## src/rtl/fp_mult_arbiter.sv

```systemverilog
// Shares one multi-cycle IEEE-754 multiplier between NREQ requesters.
// Arbitrate, latch operands, issue one start, return result with an ack pulse.
module fp_mult_arbiter #(
  parameter int NREQ      = 3,
  parameter int TIMEOUT   = 64,
  parameter int FIXED_PRI = 0
) (
  input  logic              clock,
  input  logic              reset,
  input  logic              clk_en,
  input  logic [NREQ-1:0]   req,
  input  logic [NREQ*32-1:0] req_dataa,
  input  logic [NREQ*32-1:0] req_datab,
  output logic [NREQ-1:0]   grant,
  output logic [NREQ-1:0]   ack,
  output logic [31:0]       result,
  output logic              busy,
  output logic              timeout_err,
  input  logic              err_clr,
  output logic              mult_start,
  output logic [31:0]       mult_dataa,
  output logic [31:0]       mult_datab,
  input  logic              mult_done,
  input  logic [31:0]       mult_result
);

  localparam int IW = (NREQ > 1) ? $clog2(NREQ) : 1;
  localparam int WW = (TIMEOUT > 1) ? $clog2(TIMEOUT) : 1;

  localparam logic [1:0] IDLE  = 2'd0;
  localparam logic [1:0] ISSUE = 2'd1;
  localparam logic [1:0] WAIT  = 2'd2;
  localparam logic [1:0] RESP  = 2'd3;

  localparam logic [31:0] QNAN = 32'h7FC0_0000;

  logic [1:0]      state_q, state_d;
  logic [NREQ-1:0] grant_q, grant_d;
  logic [NREQ-1:0] ack_q, ack_d;
  logic [31:0]     result_q, result_d;
  logic            start_q, start_d;
  logic [31:0]     dataa_q, dataa_d;
  logic [31:0]     datab_q, datab_d;
  logic            err_q, err_d;
  logic [IW-1:0]   rr_ptr_q, rr_ptr_d;
  logic [WW-1:0]   wd_cnt_q, wd_cnt_d;

  logic [IW-1:0]   win;
  logic [IW-1:0]   cand;
  logic            found;

  // Round-robin scans upward starting just past the last winner.
  always_comb begin
    win   = '0;
    cand  = '0;
    found = 1'b0;
    for (int k = 0; k < NREQ; k++) begin
      if (FIXED_PRI != 0) begin
        cand = IW'(k);
      end else begin
        cand = IW'((int'(rr_ptr_q) + 1 + k) % NREQ);
      end
      if (!found && req[cand]) begin
        win   = cand;
        found = 1'b1;
      end
    end
  end

  always_comb begin
    state_d  = state_q;
    grant_d  = grant_q;
    ack_d    = '0;
    result_d = result_q;
    start_d  = 1'b0;
    dataa_d  = dataa_q;
    datab_d  = datab_q;
    rr_ptr_d = rr_ptr_q;
    wd_cnt_d = wd_cnt_q;
    err_d    = err_q & ~err_clr;
    unique case (state_q)
      IDLE: begin
        if (found) begin
          grant_d  = NREQ'(1) << win;
          dataa_d  = req_dataa[32*win +: 32];
          datab_d  = req_datab[32*win +: 32];
          rr_ptr_d = win;
          start_d  = 1'b1;
          state_d  = ISSUE;
        end
      end
      ISSUE: begin
        wd_cnt_d = '0;
        state_d  = WAIT;
      end
      WAIT: begin
        if (mult_done) begin
          result_d = mult_result;
          ack_d    = grant_q;
          state_d  = RESP;
        end else if (wd_cnt_q == WW'(TIMEOUT - 1)) begin
          err_d    = 1'b1;
          result_d = QNAN;
          ack_d    = grant_q;
          state_d  = RESP;
        end else begin
          wd_cnt_d = wd_cnt_q + 1'b1;
        end
      end
      RESP: begin
        grant_d = '0;
        state_d = IDLE;
      end
      default: state_d = IDLE;
    endcase
  end

  always_ff @(posedge clock or negedge reset) begin
    if (!reset) begin
      state_q  <= IDLE;
      grant_q  <= '0;
      ack_q    <= '0;
      result_q <= '0;
      start_q  <= 1'b0;
      dataa_q  <= '0;
      datab_q  <= '0;
      err_q    <= 1'b0;
      rr_ptr_q <= IW'(NREQ - 1);
      wd_cnt_q <= '0;
    end else if (clk_en) begin
      state_q  <= state_d;
      grant_q  <= grant_d;
      ack_q    <= ack_d;
      result_q <= result_d;
      start_q  <= start_d;
      dataa_q  <= dataa_d;
      datab_q  <= datab_d;
      err_q    <= err_d;
      rr_ptr_q <= rr_ptr_d;
      wd_cnt_q <= wd_cnt_d;
    end
  end

  assign grant       = grant_q;
  assign ack         = ack_q;
  assign result      = result_q;
  assign busy        = (state_q != IDLE);
  assign timeout_err = err_q;
  assign mult_start  = start_q;
  assign mult_dataa  = dataa_q;
  assign mult_datab  = datab_q;

endmodule

```

## config.mk

```make
export PLATFORM = sky130hd
export DESIGN_NAME = fp_mult_arbiter
export DESIGN_NICKNAME = d
export VERILOG_FILES = /design/src/rtl/fp_mult_arbiter.sv
export SDC_FILE = /design/constraint.sdc
export NUM_CORES = 1
export LEC_CHECK = 0
export ABC_AREA = 1
export BUFFER_PORTS_ARGS = -buffer_cell sky130_fd_sc_hd__buf_2
export CELL_PAD_IN_SITES_DETAIL_PLACEMENT = 0
export CELL_PAD_IN_SITES_GLOBAL_PLACEMENT = 1
export CORE_ASPECT_RATIO = 0.6
export CORE_UTILIZATION = 30
export DETAILED_ROUTE_END_ITERATION = 8
export HOLD_SLACK_MARGIN = 0.03
export PLACE_DENSITY = 0.86
export SYNTH_ARGS = -nofsm -noshare
export SYNTH_HDL_FRONTEND = slang
export SYNTH_SLANG_ARGS = --single-unit
```

## constraint.sdc

```tcl
create_clock -name clock -period 5.2 [get_ports clock]
set_input_delay 0.52 -clock clock [delete_from_list [all_inputs] [get_ports clock]]
set_output_delay 0.52 -clock clock [all_outputs]
set_load 0.03 [all_outputs]
```

==> results.md <==
- Outcome: finished clean
- Power per cell area: 785 nW/um^2
- CP startpoint kind: register
- Metal2 WL: 10,300 um
- Final cell utilization of the core: 42.0%
- Iteration-0 DRC Markers: 411
- Final antenna-violating net count: 0
- CTS tree: yes
- Netlist cell types: 31
- Pint: 3.31 mW
- Ports: 337
- VDD IR max: 0.656 mV
- R2r endpoint: mult_dataa[20]
- Dpl hpwl: 15,700 um
- Mapped Cells: 854
- Design Area, Final: 8840 um^2
- Arrival time at the worst endpoint: 3.16 ns
- Final setup vio count: 0
- Flops & latches, synth: 114
- Initial antenna violation count: 5
- Clock transition at path regs: 0.05 ns
- RSZ-0062 raised after global routing: no
- CP peak stage delay: 0.54 ns
- Crit share post-route: 55.0%
- Cell Area, Synth: 6430 um^2
- Most instantiated cells after synthesis: 154 x inv_1, 143 x nand3_1, 135 x a21oi_1
- Top layer in use: met5
- Seq/Total Area, Yosys: 44.4%
- Area contributors post-synth: dfrtp_1 44%, nand3_1 11%, a21oi_1 11%
- Area delta synth->final: 37.5%
- Share of cells above drive strength 1: 33.2%
- Chip width: 191 um
- Clock skew: 0.0111 ns
- Rows: 41
- Synth warn: 0
- Cell taking the most area after synthesis: dfrtp_1
- Die height: 115 um
- Final TNS setup: 0 ns
- Design Power: 6.95 mW
- Max H-tree Level: 4
- Core Region: 21,000 um^2
- Inserted Clock Buffers: 17
- Min-Delay Path Class: primary input to async pin
- First-pass GRT wire length: 34,200 um
- DIE AREA: 22,000 um^2
- Switching power: 3.64 mW
- Gpl congestion: 0.831
- Clk_lat worst skew: 0.42 ns
- Clock power frac: 18.3%
- Largest net degree at the start of global routing: 69
- Routed length on met1: 10,100 um
- Final Hold Viols: 0
- Mapped Avg Cell Area: 7.53 um^2
- Worst hold margin: 0.169 ns
- Crit Path Class: register to register
- CP required: 5.50 ns
- Share of the synthesized area in the top cell type: 44.0%
- Via count: 6,933
- Comb power frac: 59.6%
- Post-layout min period: 2.86 ns
- EDFF count, synth: 0
- Top_reg_cell synth: dfrtp_1
- Sw Share: 52.4%
- Asr flop ratio synth: 100%
- Post-CTS Setup Inserts: 0
- Max Cap Viol: 0
- # nets final: 1,406
- Slew Viols, Final: 0
- Seq pwr share: 22.0%
- First-pass DRT Iterations: 5
- CP max FO: 34
- CP Cell Sequence: inv_1 -> ha_1 -> inv_1 -> nand3_1 -> nand2_2 -> nand2_1 -> nor2_2 -> nand2_2 -> nand2_2 -> buf_4 -> nand2_1 -> nand3_1 -> a21oi_1
- Overall routed net length: 22,600 um
- TritonCTS sink count: 114
- Clk root buf: clkbuf_16
- Metal3 WL: 1890 um
- Grt ovf: 0
- DR DRC count: 0
- CTS Hold Bufs: 0
- Routed len/inst: 15.5 um
- Worst-Margin Slew: 0.884 ns
- GRT Util Overall: 20.2%
- Mapped Nets: 1,095
- Type of destination of the critical path: register
- Worst r2r src: rr_ptr_q[1]
- Leak pwr: 5.01 nW
- Slowest CP cell: dfstp_2
- Placed Instance Area: 8200 um^2
- Vias in the first global route: 6,538
- Flop2flop setup slack: 2.34 ns
- Fmax: 350 MHz
- Cells on worst reg2reg path: 13
- Cell with the most instances after synthesis: inv_1
- Post-CTS sizing: 0
- Worst path most repeated cell: nand2_2
- Max-slew headroom: 41.1%
- CTS Buffer Depth: 2
- Post-DR vias/cell: 4.75
- Initial Utilization: 30.6%
- Port bufs: 336
[power groups by stage]
stage               registers, mW  logic, mW  clock network [mW]
CTS                          1.53       4.16                1.30
finish                       1.53       4.14                1.27
detailed placement           1.54       4.15                   0
global placement             1.53       4.12                   0
floorplan                    2.28       2.40                   0
global route                 1.58       4.55                1.34
[cell usage in the layout (no fill, tap or decap), drive strengths merged]
master | Yosys | final
buf | 42 | 345
inv | 159 | 160
nand3 | 144 | 144
a21oi | 135 | 135
dfrtp | 113 | 113
nand2 | 109 | 109
nor2 | 78 | 78
a22o | 23 | 23
clkbuf | 11 | 20
o21ai | 10 | 10
o22a | 9 | 9
ha | 9 | 9
clkinv | 1 | 6
bufinv | 0 | 4
nand4 | 3 | 3
diode | 0 | 2
clkinvlp | 0 | 2
a21boi | 1 | 1
nor3 | 1 | 1
a211oi | 1 | 1
o211ai | 1 | 1
a22oi | 1 | 1
o31ai | 1 | 1
o22ai | 1 | 1
dfstp | 1 | 1
[logic make-up after synthesis]
group | synth area share (%)
AO/OA/AOI/OAI | 16.4
adder cells (fa/ha/maj) | 1.75
buffers and inverters | 14.8
flip-flops | 44.4
AND/OR/NAND/NOR | 22.7
[worst max-delay path: cells and delay by family, from the launching register on]
family | cells | cell delay (ns)
compound gates | 1 | 0.07
fa+ha+maj | 1 | 0.22
buf+inv | 3 | 0.72
flops | 1 | 0.54
simple gates | 8 | 1.19
[layout make-up]
class	instances	area [um^2]
clock inverters	12	180
diodes	2	5.00
flip-flops and latches	114	2850
well taps	279	349
inverters	160	601
multi-input cells	527	2650
clock buffers	20	457
fillers	2172	12200
repair buffers	345	1750
[state kept, by name (all words and copies together) (netlist names)]
signal	count
mult_dataa	32
mult_datab	32
result	32
wd_cnt_q	6
ack	3
grant	3
rr_ptr_q	2
state_q	2
mult_start	1
timeout_err	1
[metal layers]
layer / vias up / global-route usage [%]
li1: 3384 / -
met1: 3269 / 26.1
met2: 258 / 32.0
met3: 20 / 6.48
met4: 2 / 6.67
met5: - / 0
[through the flow]
stage	worst slack [ns]	instances
after floorplan	3.23	854
after global placement	2.42	1425
after detailed placement	2.35	1425
after CTS	2.35	1457
after global routing	2.12	1458
final	2.34	1459
[how the worst max path moves through the flow]
stage               slack [ns]         from        endpoint  cells past startpoint
global route              2.12  rr_ptr_q[1]  mult_datab[31]                     13
finish                    2.34  rr_ptr_q[1]  mult_dataa[20]                     13
global placement          2.42  rr_ptr_q[1]        grant[1]                     10
floorplan                 3.23  rr_ptr_q[1]  mult_dataa[10]                     12
detailed placement        2.35  rr_ptr_q[1]  mult_dataa[20]                     13
CTS                       2.35  rr_ptr_q[1]  mult_dataa[20]                     13
No activity file was read; power rests on OpenSTA's default activity.
